===== src/rtl/key_debounce3.sv =====
// Three-channel key conditioner: 2-flop synchroniser, per-key debounce FSM,
// clean pressed level plus registered one-cycle press/release pulses.
module key_debounce3 #(
  parameter int   CNT_MAX    = 1_000_000,
  parameter logic KEY_ACTIVE = 1'b1
) (
  input  logic       CLK_50M,
  input  logic       RST_N,
  input  logic [2:0] KEY_IN,
  output logic [2:0] KEY_OUT,
  output logic [2:0] KEY_PRESS,
  output logic [2:0] KEY_RELEASE
);

  localparam int CNT_W = (CNT_MAX > 2) ? $clog2(CNT_MAX) : 1;
  localparam logic [CNT_W-1:0] CNT_LAST = CNT_W'(CNT_MAX - 1);
  localparam logic [CNT_W-1:0] CNT_ONE  = CNT_W'(1);

  typedef enum logic [1:0] {
    RELEASED,
    PRESS_WAIT,
    PRESSED,
    RELEASE_WAIT
  } state_t;

  logic [2:0] key_p0;
  logic [2:0] key_p1;
  logic [2:0] pressed_p1;

  // Stage p0/p1: synchroniser, reset to the idle pin level so no false press
  always_ff @(posedge CLK_50M or negedge RST_N) begin
    if (!RST_N) begin
      key_p0 <= {3{~KEY_ACTIVE}};
      key_p1 <= {3{~KEY_ACTIVE}};
    end else begin
      key_p0 <= KEY_IN;
      key_p1 <= key_p0;
    end
  end

  assign pressed_p1 = KEY_ACTIVE ? key_p1 : ~key_p1;

  // Stage p2: independent debounce FSM per key
  for (genvar i = 0; i < 3; i++) begin : g_ch
    state_t           state;
    logic [CNT_W-1:0] cnt;
    logic             out_p2;
    logic             press_p2;
    logic             release_p2;

    always_ff @(posedge CLK_50M or negedge RST_N) begin
      if (!RST_N) begin
        state      <= RELEASED;
        cnt        <= '0;
        out_p2     <= 1'b0;
        press_p2   <= 1'b0;
        release_p2 <= 1'b0;
      end else begin
        press_p2   <= 1'b0;
        release_p2 <= 1'b0;
        case (state)
          RELEASED: begin
            cnt <= '0;
            if (pressed_p1[i]) begin
              state <= PRESS_WAIT;
              cnt   <= CNT_ONE;
            end
          end
          PRESS_WAIT: begin
            if (!pressed_p1[i]) begin
              state <= RELEASED;
              cnt   <= '0;
            end else if (cnt == CNT_LAST) begin
              state    <= PRESSED;
              cnt      <= '0;
              out_p2   <= 1'b1;
              press_p2 <= 1'b1;
            end else begin
              cnt <= cnt + CNT_ONE;
            end
          end
          PRESSED: begin
            cnt <= '0;
            if (!pressed_p1[i]) begin
              state <= RELEASE_WAIT;
              cnt   <= CNT_ONE;
            end
          end
          RELEASE_WAIT: begin
            if (pressed_p1[i]) begin
              state <= PRESSED;
              cnt   <= '0;
            end else if (cnt == CNT_LAST) begin
              state      <= RELEASED;
              cnt        <= '0;
              out_p2     <= 1'b0;
              release_p2 <= 1'b1;
            end else begin
              cnt <= cnt + CNT_ONE;
            end
          end
          default: begin
            state <= RELEASED;
            cnt   <= '0;
          end
        endcase
      end
    end

    assign KEY_OUT[i]     = out_p2;
    assign KEY_PRESS[i]   = press_p2;
    assign KEY_RELEASE[i] = release_p2;
  end

endmodule


===== config.mk =====
export PLATFORM = sky130hd
export DESIGN_NAME = key_debounce3
export DESIGN_NICKNAME = d
export VERILOG_FILES = /design/src/rtl/key_debounce3.sv
export SDC_FILE = /design/constraint.sdc
export NUM_CORES = 1
export LEC_CHECK = 0
export BUFFER_PORTS_ARGS = -buffer_cell sky130_fd_sc_hd__clkbuf_2
export CORE_ASPECT_RATIO = 1.2
export CORE_UTILIZATION = 66
export DETAILED_ROUTE_END_ITERATION = 16
export GPL_ROUTABILITY_DRIVEN = 0
export PLACE_DENSITY = 0.84
export SLEW_MARGIN = 15
export SYNTH_ARGS = -nofsm -noshare
export SYNTH_HDL_FRONTEND = slang
export SYNTH_SLANG_ARGS = --single-unit

===== constraint.sdc =====
create_clock -name CLK_50M -period 5.9 [get_ports CLK_50M]
set_input_delay 0.295 -clock CLK_50M [delete_from_list [all_inputs] [get_ports CLK_50M]]
set_output_delay 0.295 -clock CLK_50M [all_outputs]
set_load 0.01 [all_outputs]

# [Word-level counts from Yosys, hierarchy flattened]
# Cells that the tools add are included.
[word_totals] register_bits=81 input_bits=5
[classes] n_addsub=3 eq_ne=36 n_mux=69 reduce_logical=12
[op_table] operator="one-hot mux 20 bit (4 select lines)" count=3
[op_table] operator="2-to-1 mux 20 bit" count=9
[op_table] operator="adder 20 x 1 -> 20 bit (second input constant)" count=3
[op_table] operator="== test 20 bit (second input constant)" count=3
[op_table] operator="2-to-1 mux 2 bit" count=18
[op_table] operator="inequality test 2 bit (second input constant)" count=18
[op_table] operator="2-to-1 mux 1 bit" count=33
[op_table] operator="one-hot mux 2 bit (4 select lines)" count=3
[op_table] operator="inequality test 3 bit (second input constant)" count=6
[op_table] operator="AND reduction 5 bit" count=3
[op_table] operator="== test 2 bit (second input constant)" count=6
[op_table] operator="AND reduction 4 bit" count=3
[op_table] operator="== test 2 x 1 -> 1 bit (second input constant)" count=3
[op_table] operator="zero test 2 bit" count=3
[op_table] operator="one-hot mux 1 bit (2 select lines)" count=3
[op_table] operator="nonzero test 2 bit" count=3

# [Longest topological paths before layout]
[logic_depth] word_depth=4 depth_mapped=7

# [Worst setup path after synthesis]
# No wires, ideal clock.
[synth_timing] path_type="register to register" from="register g_ch[2].cnt[7]" to="register (tool-made name)" setup_time_ns=0.125 arrival_time_ns=1.821 slack_ns=3.955 path_stages_with_launch=5 path_cell_list="dfrtp_1 -> or4b_1 -> nor4_2 -> and3_2 -> mux2_2"
[synth_lines] element="start: declaration" line_no="46" text="logic [CNT_W-1:0] cnt;"
[synth_lines] element="start signal: assignment" line_no="79" text="cnt <= cnt + CNT_ONE;"
[synth_lines] element="start signal: assignment" line_no="99" text="cnt <= cnt + CNT_ONE;"

# [Worst setup path in the final report]
[layout_timing] from="register g_ch[2].cnt[7]" to="register g_ch[2].cnt[9]"
[layout_between] elab_chain_len=4
[layout_rtl] element="adder 20 x 1 -> 20 bit or == test 20 bit (tied branches)"
[layout_rtl] element="2-to-1 mux 20 bit (*)" line_no="73, 93"
[layout_rtl] element="2-to-1 mux 20 bit, on equally long branches" line_no="90, 70"
[layout_rtl] element="one-hot mux 20 bit (4 select lines) (*)" line_no="61" text="case (state)"
# Mark *: on every way between the ends. The rest lies on a longest branch, timed or not.
# A chain may end at the register's enable or synchronous reset.

==> flow_summary.yaml <==
synth:
  synth_top_area_share_pct: 51.4
  synth_common_cells: "dfrtp_1 (81), nor2_1 (48), nand3_1 (23)"
  seq_area_frac_synth_pct: 51.4
  async_flop_share_pct: 100
  synthFlopType: "dfrtp_1"
  ys_ff_latch: 81
  synthTopCellsByArea: "dfrtp_1 (51%), xnor2_1 (4.7%), xor2_1 (4.7%), nor2_1 (4.6%), nand3_1 (2.9%)"
  synth_edf_count: 0
  synth.distinct_cells: 50
  syn_area_per_cell_um2: 10.1
  synth.largest_area_cell: "dfrtp_1"
  synth.most_common_cell: "dfrtp_1"
  yosysWarnings: 0
  synth_nets: 398
  syn_inst: 390
  netlist_area_um2: 3940
routing:
  first_pass_iters: 4
  num_vias: 2817
  ant_nets: 0
  routed_via_density: 5.93
  drt_wl_total_um: 6810
  wire_per_inst_um: 14.3
  drc_errors: 0
  drt-initial-drc-count: 137
power:
  p_leak_nw: 1.65
  finalPower_mw: 0.921
  ir_drop_uv: 131
  power.density_nw_per_um2: 224
global_route:
  antenna_found_initial: 0
  grt_pass1_vias: 2686
  grt_start_max_net_pins: 82
  grt_usage_pct: 24.0
  overflow: 0
  grt_pass1_wl_um: 11600
job:
  maxCapViolCount: 0
worst_hold_path:
  hold_class: "input port to register"
place:
  dpl.cell_count: 461
  dp_slack_ns: 3.65
  dpl-instance-area_um2: 3970
  dp_hpwl_um: 4590
  io_buffer_count: 13
clocking:
  post_cts_buffers: 0
  h-tree-depth: 3
  clock_sinks: 81
  cts_inserted_buffers: 9
  cts_tree: "done"
  insertion_delay_ns: 0.34
  cts_root_buf: "clkbuf_8"
  cts.path.max_buffers: 2
  path_clk_slew_ns: 0.07
  post_cts_resize_count: 0
  hold_buffers: 0
floorplanning:
  io_pins: 14
  fp-row-count: 30
  dieArea_um2: 6290
  die_h_um: 86.7
  initial_core_util_pct: 69.1
  die_w_um: 72.6
  core_um2: 5710
layout:
  insertedDiodeCount: 0
  postLayoutCellArea_um2: 4110
  layout-drive-gt1-share_pct: 8.61
  fillers: 422
  final_cells: 475
  area_growth_pct: 4.25
  final_nets: 400
timing:
  period_needed_ns: 2.25
  finalHoldViolCount: 0
  setup_viol: 0
  setup_ws_ns: 3.65
  slew_violations: 0
  rsz0062_at_grt: "no"
  worst_pin_slew_ns: 0.983
  setup_tns_ns: 0
  skew_ns: 0.00576
  relSlewSlack_pct: 34.4
  max_freq_ghz: 0.445
  fin_crit_sh_pct: 38.1
setup_path:
  critPathLaunchType: "register"
  crit_buf_inv: 0
  cp_data_arrival_time_ns: 2.44
  crit_slowest_cell: "a211o_1"
  critPathKind: "register to register"
  slowest_delay_ns: 0.60
  setup.worst_path.end_class: "register"
  worstPathCellList: "or4b_1 > nor4_2 > a211o_1 > nor2_1"
  critPathTopFamily: "simple AND/OR/NAND/NOR gates"
  crit_fanout: 19
  crit_required_ns: 6.09
status:
  status: "completed"
state kept, by name (all words and copies together) (netlist names), named ones only:
| signal | count |
|---|---|
| key_p1 | 3 |
| g_ch.state | 3 |
| key_p0 | 3 |
| g_ch.press_p2 | 3 |
| g_ch.cnt | 60 |
| g_ch.out_p2 | 3 |
| g_ch.release_p2 | 3 |
power by group:
group	switching (mW)	internal, mW
clock network	0.177	0.148
logic	0.0217	0.00672
registers	0.00561	0.561
total	0.205	0.716
layer usage:
metal / track usage (%) / part of all wire, %
met5: 0 / 0
met1: 30.9 / 47
met4: 11.6 / 1.8
met3: 4.30 / 2.0
met2: 39.1 / 49
worst paths after layout:
check,start,endpoint,slack (ns),cells after the start
hold reg to reg,key_p0[2],key_p1[2],0.35,0
hold / removal,KEY_IN[2],key_p0[2],0.06,1
min in group asynchronous,RST_N,g_ch[0].cnt[17],0.11,1
setup / recovery,g_ch[2].cnt[7],g_ch[2].cnt[9],3.65,4
setup reg to reg,g_ch[2].cnt[7],g_ch[2].cnt[9],3.65,4
max in group asynchronous,RST_N,g_ch[2].cnt[5],5.16,1
cell type report:
cell class	instances	area, um2	area share (%)
inverter	17	63.8	1.55
clock inverter	1	5.00	0.122
sequential	81	2030	49.3
tap	80	100	2.43
clock buffer	13	139	3.38
multi-input combinational	270	1710	41.6
timing repair buffer	13	67.6	1.64
worst register-to-register path: cells and delay by family, from the launching register on:
family	cells	cell delay, ns
AO/OA/AOI/OAI	1	0.60
flip-flops	1	0.46
AND/OR/NAND/NOR	3	1.05
layout by cell type (no fill, tap or decap), types with 4 or more instances in the layout:
cell      netlist  final
nand4_1        17     17
nor2_1         48     48
clkbuf_2        2     12
inv_1          17     17
o31ai_1        11     11
and4_1          9      9
or4_1          11     11
nor3_1          8      8
nor4_1          9      9
xnor2_1        21     21
nand2_1        21     21
or3_1           7      7
nand3_1        23     23
o21ai_0         7      7
xor2_1         21     21
dfrtp_1        81     81
clkbuf_1        4      4
a21oi_1        15     15
clkbuf_8        0      9
cell families (layout without fill, tap and decap cells):
logic type,count (synthesis),after routing,share of synthesized area (%)
and+or+nand+nor,177,177,24.9
DFF,81,81,51.4
buffers and inverters,39,44,5.27
muxes,2,2,0.539
adders and majority gates,3,3,0.952
AOI/OAI and AO/OA,46,46,7.61
xor gates and xnor gates,42,42,9.33
per-stage QoR:
stage / hold slack, ns / utilization, %
after floorplan: -0.000591 / -
after global placement: 0.334 / 69.5
after detailed placement: 0.335 / 69.5
after CTS: 0.0478 / 72.1
after global routing: 0.0468 / 72.1
final: 0.0593 / 72.1
(Power assumes the default switching activity.)
